### config.mk
export PLATFORM = sky130hd
export DESIGN_NAME = conv_encoder_tx
export DESIGN_NICKNAME = d
export VERILOG_FILES = /design/src/rtl/conv_encoder_tx.sv
export SDC_FILE = /design/constraint.sdc
export NUM_CORES = 1
export LEC_CHECK = 0
export BUFFER_PORTS_ARGS = -buffer_cell sky130_fd_sc_hd__buf_2
export CORE_ASPECT_RATIO = 0.7
export CORE_MARGIN = 1.5
export CORE_UTILIZATION = 35
export DETAILED_ROUTE_END_ITERATION = 10
export SYNTH_ARGS = -nofsm -noshare
export SYNTH_HDL_FRONTEND = slang
export SYNTH_SLANG_ARGS = --single-unit
export TNS_END_PERCENT = 10
### constraint.sdc
create_clock -name clk -period 1.4 [get_ports clk]
set_input_delay 0 -clock clk [delete_from_list [all_inputs] [get_ports clk]]
set_output_delay 0 -clock clk [all_outputs]
set_load 0.05 [all_outputs]
### src/rtl/conv_encoder_tx.sv
// Rate-1/2 convolutional encoder: bytes in (LSB first), 2-bit {c0,c1} symbols out, optional zero-tail flush.
// Define CONV_ENC_ERR_INJECT_EN to add err_inj_en/err_inj_idx/err_inj_mask for single-symbol error injection.
module conv_encoder_tx #(
   parameter int         K      = 3,
   parameter logic [7:0] G0_OCT = 8'o07,
   parameter logic [7:0] G1_OCT = 8'o05
) (
   input  logic       clk,
   input  logic       rst,
   input  logic       in_valid,
   output logic       in_ready,
   input  logic [7:0] in_byte,
   input  logic       in_last,
   output logic       sym_valid,
   input  logic       sym_ready,
   output logic [1:0] sym,
   output logic       sym_last,
`ifdef CONV_ENC_ERR_INJECT_EN
   input  logic       err_inj_en,
   input  logic [7:0] err_inj_idx,
   input  logic [1:0] err_inj_mask,
`endif
   output logic       busy
);

   // Handshakes (byte in and symbol out): a transfer happens on a rising edge where
   // valid & ready are both high; valid and its payload hold until then, and ready
   // never depends combinationally on valid.

   localparam int M  = K - 1;
   localparam int TW = (M > 1) ? $clog2(M) : 1;

   localparam logic [K-1:0]  G0        = G0_OCT[K-1:0];
   localparam logic [K-1:0]  G1        = G1_OCT[K-1:0];
   localparam logic [TW-1:0] TAIL_LAST = TW'(M - 1);

   typedef enum logic [1:0] {
      S_IDLE = 2'd0,
      S_DATA = 2'd1,
      S_TAIL = 2'd2
   } state_t;

   state_t        state;
   state_t        state_nxt;
   logic [M-1:0]  enc_state;
   logic [7:0]    shreg;
   logic          last_q;
   logic [2:0]    bit_cnt;
   logic [TW-1:0] tail_cnt;

   logic          cur_bit;
   logic [K-1:0]  reg_val;
   logic [1:0]    clean_sym;
   logic          in_fire;
   logic          sym_fire;

   // Tail symbols encode b=0, which shifts the trellis back to state 0.
   always_comb begin
      cur_bit   = (state == S_DATA) ? shreg[0] : 1'b0;
      reg_val   = {enc_state, cur_bit};
      clean_sym = {^(reg_val & G0), ^(reg_val & G1)};
   end

   always_comb begin
      state_nxt = state;
      in_ready  = 1'b0;
      sym_valid = 1'b0;
      sym_last  = 1'b0;
      case (state)
         S_IDLE: begin
            in_ready = 1'b1;
            if (in_valid) state_nxt = S_DATA;
         end
         S_DATA: begin
            sym_valid = 1'b1;
            if (sym_ready && (bit_cnt == 3'd7)) state_nxt = last_q ? S_TAIL : S_IDLE;
         end
         S_TAIL: begin
            sym_valid = 1'b1;
            sym_last  = (tail_cnt == TAIL_LAST);
            if (sym_ready && sym_last) state_nxt = S_IDLE;
         end
         default: state_nxt = S_IDLE;
      endcase
   end

   assign busy     = (state != S_IDLE);
   assign in_fire  = in_valid & in_ready;
   assign sym_fire = sym_valid & sym_ready;

   always_ff @(posedge clk) begin
      if (rst) begin
         state     <= S_IDLE;
         enc_state <= '0;
         shreg     <= '0;
         last_q    <= 1'b0;
         bit_cnt   <= '0;
         tail_cnt  <= '0;
      end else begin
         state <= state_nxt;
         if (in_fire) begin
            shreg   <= in_byte;
            last_q  <= in_last;
            bit_cnt <= '0;
         end
         if (sym_fire) begin
            enc_state <= reg_val[M-1:0];
            if (state == S_DATA) begin
               shreg    <= {1'b0, shreg[7:1]};
               bit_cnt  <= bit_cnt + 3'd1;
               tail_cnt <= '0;
            end else begin
               tail_cnt <= tail_cnt + TW'(1);
            end
         end
      end
   end

`ifdef CONV_ENC_ERR_INJECT_EN
   logic [7:0] sym_idx;
   logic [1:0] inj_mask;

   // Symbol index restarts after each flushed frame so injection targets are frame-relative.
   always_ff @(posedge clk) begin
      if (rst) begin
         sym_idx <= '0;
      end else if (sym_fire) begin
         sym_idx <= (state == S_TAIL && sym_last) ? 8'd0 : sym_idx + 8'd1;
      end
   end

   assign inj_mask = (err_inj_en && (sym_idx == err_inj_idx)) ? err_inj_mask : 2'b00;
   assign sym      = sym_valid ? (clean_sym ^ inj_mask) : 2'b00;
`else
   assign sym = sym_valid ? clean_sym : 2'b00;
`endif

endmodule

==> metrics.md <==
| Metric | Value |
|---|---|
| Final period util | 109% |
| Arrival time worst endpoint | 1.52 ns |
| Final Wtd Congestion | 0.767 |
| Max Freq | 657 MHz |
| Synthesized cell area | 851 um2 |
| Longest Clk Path Bufs | 2 |
| Root buffer cell | clkbuf_4 |
| Post-route DRC | 0 |
| Post-Synthesis Cells | 85 |
| Start point of the worst hold path | rst |
| Yosys reg bits | 17 |
| R2r worst-path depth | 5 |
| YS warnings | 0 |
| Hold Vio Cnt, Final | 0 |
| Grt total ovfl | 0 |
| Status | complete, but fails checks |
| Largest net degree at the start of global routing | 10 |
| Detailed Place HPWL | 1.33 mm |
| Clk pin slew, worst setup/hold paths | 0.09 ns |
| Setup slack after layout | -0.122 ns |
| Req. time, crit path | 1.40 ns |
| Layout Utilization | 54.0% |
| Slew Viols, Final | 0 |
| Register-to-register setup slack | -0.07 ns |
| Max-cap viol count | 0 |
| R2r startpoint | state[0] |
| Worst skew pair latency | 0.28 ns |
| Largest stage delay on the critical path | 0.35 ns |
| Multi-input gate area | 534 um2 |
| Avg Inst Size Synth | 10.0 um2 |
| Power, Total | 0.00164 W |
| Fin Clk Skew | 0.00150 ns |
| Final setup viols | 3 |
| P_leak | 0.525 nW |
| Fin cells | 151 |
| DR vias/cell | 4.85 |
| H-tree Lvls | 1 |
| Pre-CTS setup slack | -0.0623 ns |
| Rows | 14 |
| Die Wd | 61.9 um |
| Fin nets | 139 |
| Die Height | 44.3 um |
| CTS Buf Count | 3 |
| Port Buffers | 18 |
| Max FO, Critical Path | 3 |
| Share of cells above drive strength 1 | 38.7% |
| Syn Nets | 104 |
| Remaining antenna violation count after routing | 0 |
| Failing checks | setup timing |
| Sequential element share of the synthesized area | 40.0% |
| Crit-path cells | inv_4 > ha_4 > and2_4 > xnor3_1 > nor2b_2 > buf_6 |
| N_diodes | 0 |
| Total track usage | 15.4% |
| Final worst path period need | 1.52 ns |
| Drt pass-1 iters | 4 |
| Dpl cells | 138 |
| Vias in the first global route | 715 |
| Capture point of the worst reg-to-reg path | state[1] |
| Die area | 2740 um2 |
| Wire per inst | 12.4 um |
| Crit start category | flip-flop |
| Critical path class | flip-flop to primary output |
| PwrDens | 1370 nW/um2 |
| CTS tree | done |
| Worst vdd rail ir drop | 0.436 mV |
| Routed wire length | 1.87 mm |
| Post-synth cell types | 30 |
| I/O Pins | 19 |
| Initial core utilization | 38.2% |
| Via count | 732 |
| Slowest CP cell | dfxtp_2 |
| P&R area growth vs syn | 41.2% |
| Reg area | 345 um2 |
| Sink Count | 17 |
| RSZ-0062 raised after global routing | yes |
| Hold Path End | enc_state[0] |
| Core Area | 2220 um2 |
| Fill count | 211 |
| Global-route wire length before repair | 3.02 mm |
| Slew HR | 81.8% |
| Crit end category | primary output |
| Worst hold path type | primary input to flip-flop |
| WHS Path Cells | 2 |
| Initial antenna violation count | 0 |
| Iter 0 DRT Violations | 4 |
| Slew at the pin with the worst max-slew slack | 0.270 ns |
==> layout by cell type, fill, tap and decap left out, types with 2 or more instances in the layout <==
master / count
buf_2: 15
o2bb2ai_2: 2
nand2_1: 8
ha_4: 2
a21oi_1: 4
a22o_1: 2
inv_1: 2
dfxtp_1: 15
ha_1: 4
mux2i_1: 7
nor2b_2: 2
buf_6: 2
nand3_1: 5
nor2_1: 2
dlygate4sd3_1: 8
o2bb2ai_1: 4
buf_4: 8
clkbuf_4: 3
==> worst max-delay path by stage <==
stage	start	end	slack (ns)	cells after the start
after floorplan	state[1]	sym[1]	-0.06	5
after global placement	state[1]	sym[1]	-0.04	6
after detailed placement	state[1]	sym[1]	-0.06	6
after CTS	state[1]	sym[1]	-0.12	6
after global routing	state[1]	sym[1]	-0.19	6
final	state[1]	sym[1]	-0.12	6
==> power breakdown <==
group	internal (W)	total (W)	switching (W)
clock	0.000111	0.000251	0.000140
combinational	0.000334	0.000779	0.000444
sequential	0.000559	0.000611	0.0000523
total	0.00100	0.00164	0.000637
==> worst max-delay path, delay by kind of cell, from the launching register on <==
kind	cells	cell delay [ns]
flops	1	0.35
simple gates	2	0.29
buf+inv	2	0.24
xor+xnor	1	0.22
fa+ha+maj	1	0.13
==> synth_stat cells <==
library cell / instances / share of area, %
dfxtp_1: 17 / 40
nand2_1: 8 / 3.5
mux2i_1: 7 / 8.2
ha_1: 6 / 8.8
nand3_1: 6 / 3.5
o2bb2ai_1: 6 / 6.2
a21oi_1: 4 / 2.4
inv_1: 4 / 1.8
a22o_1: 2 / 2.1
and2_1: 2 / 1.5
buf_2: 2 / 1.2
nor2_1: 2 / 0.88
nor2b_1: 2 / 1.5
a21boi_0: 1 / 0.88
a21boi_1: 1 / 0.88
a21oi_2: 1 / 1.0
a311oi_1: 1 / 1.0
a31o_1: 1 / 1.0
buf_6: 1 / 1.3
mux2_2: 1 / 1.3
nand2_2: 1 / 0.74
nand3b_1: 1 / 0.88
nor2_2: 1 / 0.74
nor2b_4: 1 / 1.6
nor3_1: 1 / 0.59
o31ai_1: 1 / 0.88
or4_1: 1 / 0.88
xnor2_1: 1 / 1.0
xnor3_1: 1 / 2.6
xor2_1: 1 / 1.0
==> layout make-up <==
| type | count | share of cell area, % |
|---|---|---|
| multi-input combinational | 61 | 44.5 |
| sequential | 17 | 28.8 |
| timing repair buffer | 33 | 19.8 |
| clock buffer | 4 | 2.19 |
| inverter | 4 | 1.46 |
| tap | 32 | 3.33 |
==> timing repair <==
item                                    4_1_cts  5_1_grt
endpoints found under the setup margin        3       12
pin swaps                                     3        2
hold endpoints to repair                      8        0
gates resized for setup                       9        7
hold buffers                                  8        0
buffers inserted                              1        0
==> registers in the layout, summed over array words and instances, names as in the netlist <==
| register | cells |
|---|---|
| bit_cnt | 3 |
| enc_state | 2 |
| shreg | 8 |
| state | 2 |
| last_q | 1 |
| tail_cnt | 1 |
==> per-stage QoR <==
stage	instance area (um2)	setup TNS, ns	hold WS [ns]
6_report	1200	-0.256	0.00645
5_1_grt	1200	-0.657	0.0269
4_1_cts	1170	-0.260	0.00400
3_5_place_dp	1020	-0.0916	0.272
3_3_place_gp	1020	-0.0459	0.263
2_1_floorplan	873	-0.117	0.147
==> logic make-up (layout without fill, tap and decap cells) <==
group,count (synthesis),in the layout,share of synthesized area (%)
AO/OA/AOI/OAI,18,18,16.3
XOR/XNOR,3,3,4.71
adder cells (fa/ha/maj),6,6,8.82
buffers and inverters,7,41,4.26
flip-flops,17,17,40.0
multiplexers,8,8,9.56
AND/OR/NAND/NOR,26,26,16.3
==> metal layers <==
metal  GRT usage, %  up-vias  share of wire [%]  routed length, um
li1               -      368                  -                  -
met1           18.1      349                 47                885
met2           26.9       13                 49                906
met3           5.26        2                3.4                 63
met4           3.83        0               0.70                 13
met5              0        -                  0                  0
No activity file was read; power rests on OpenSTA's default activity.
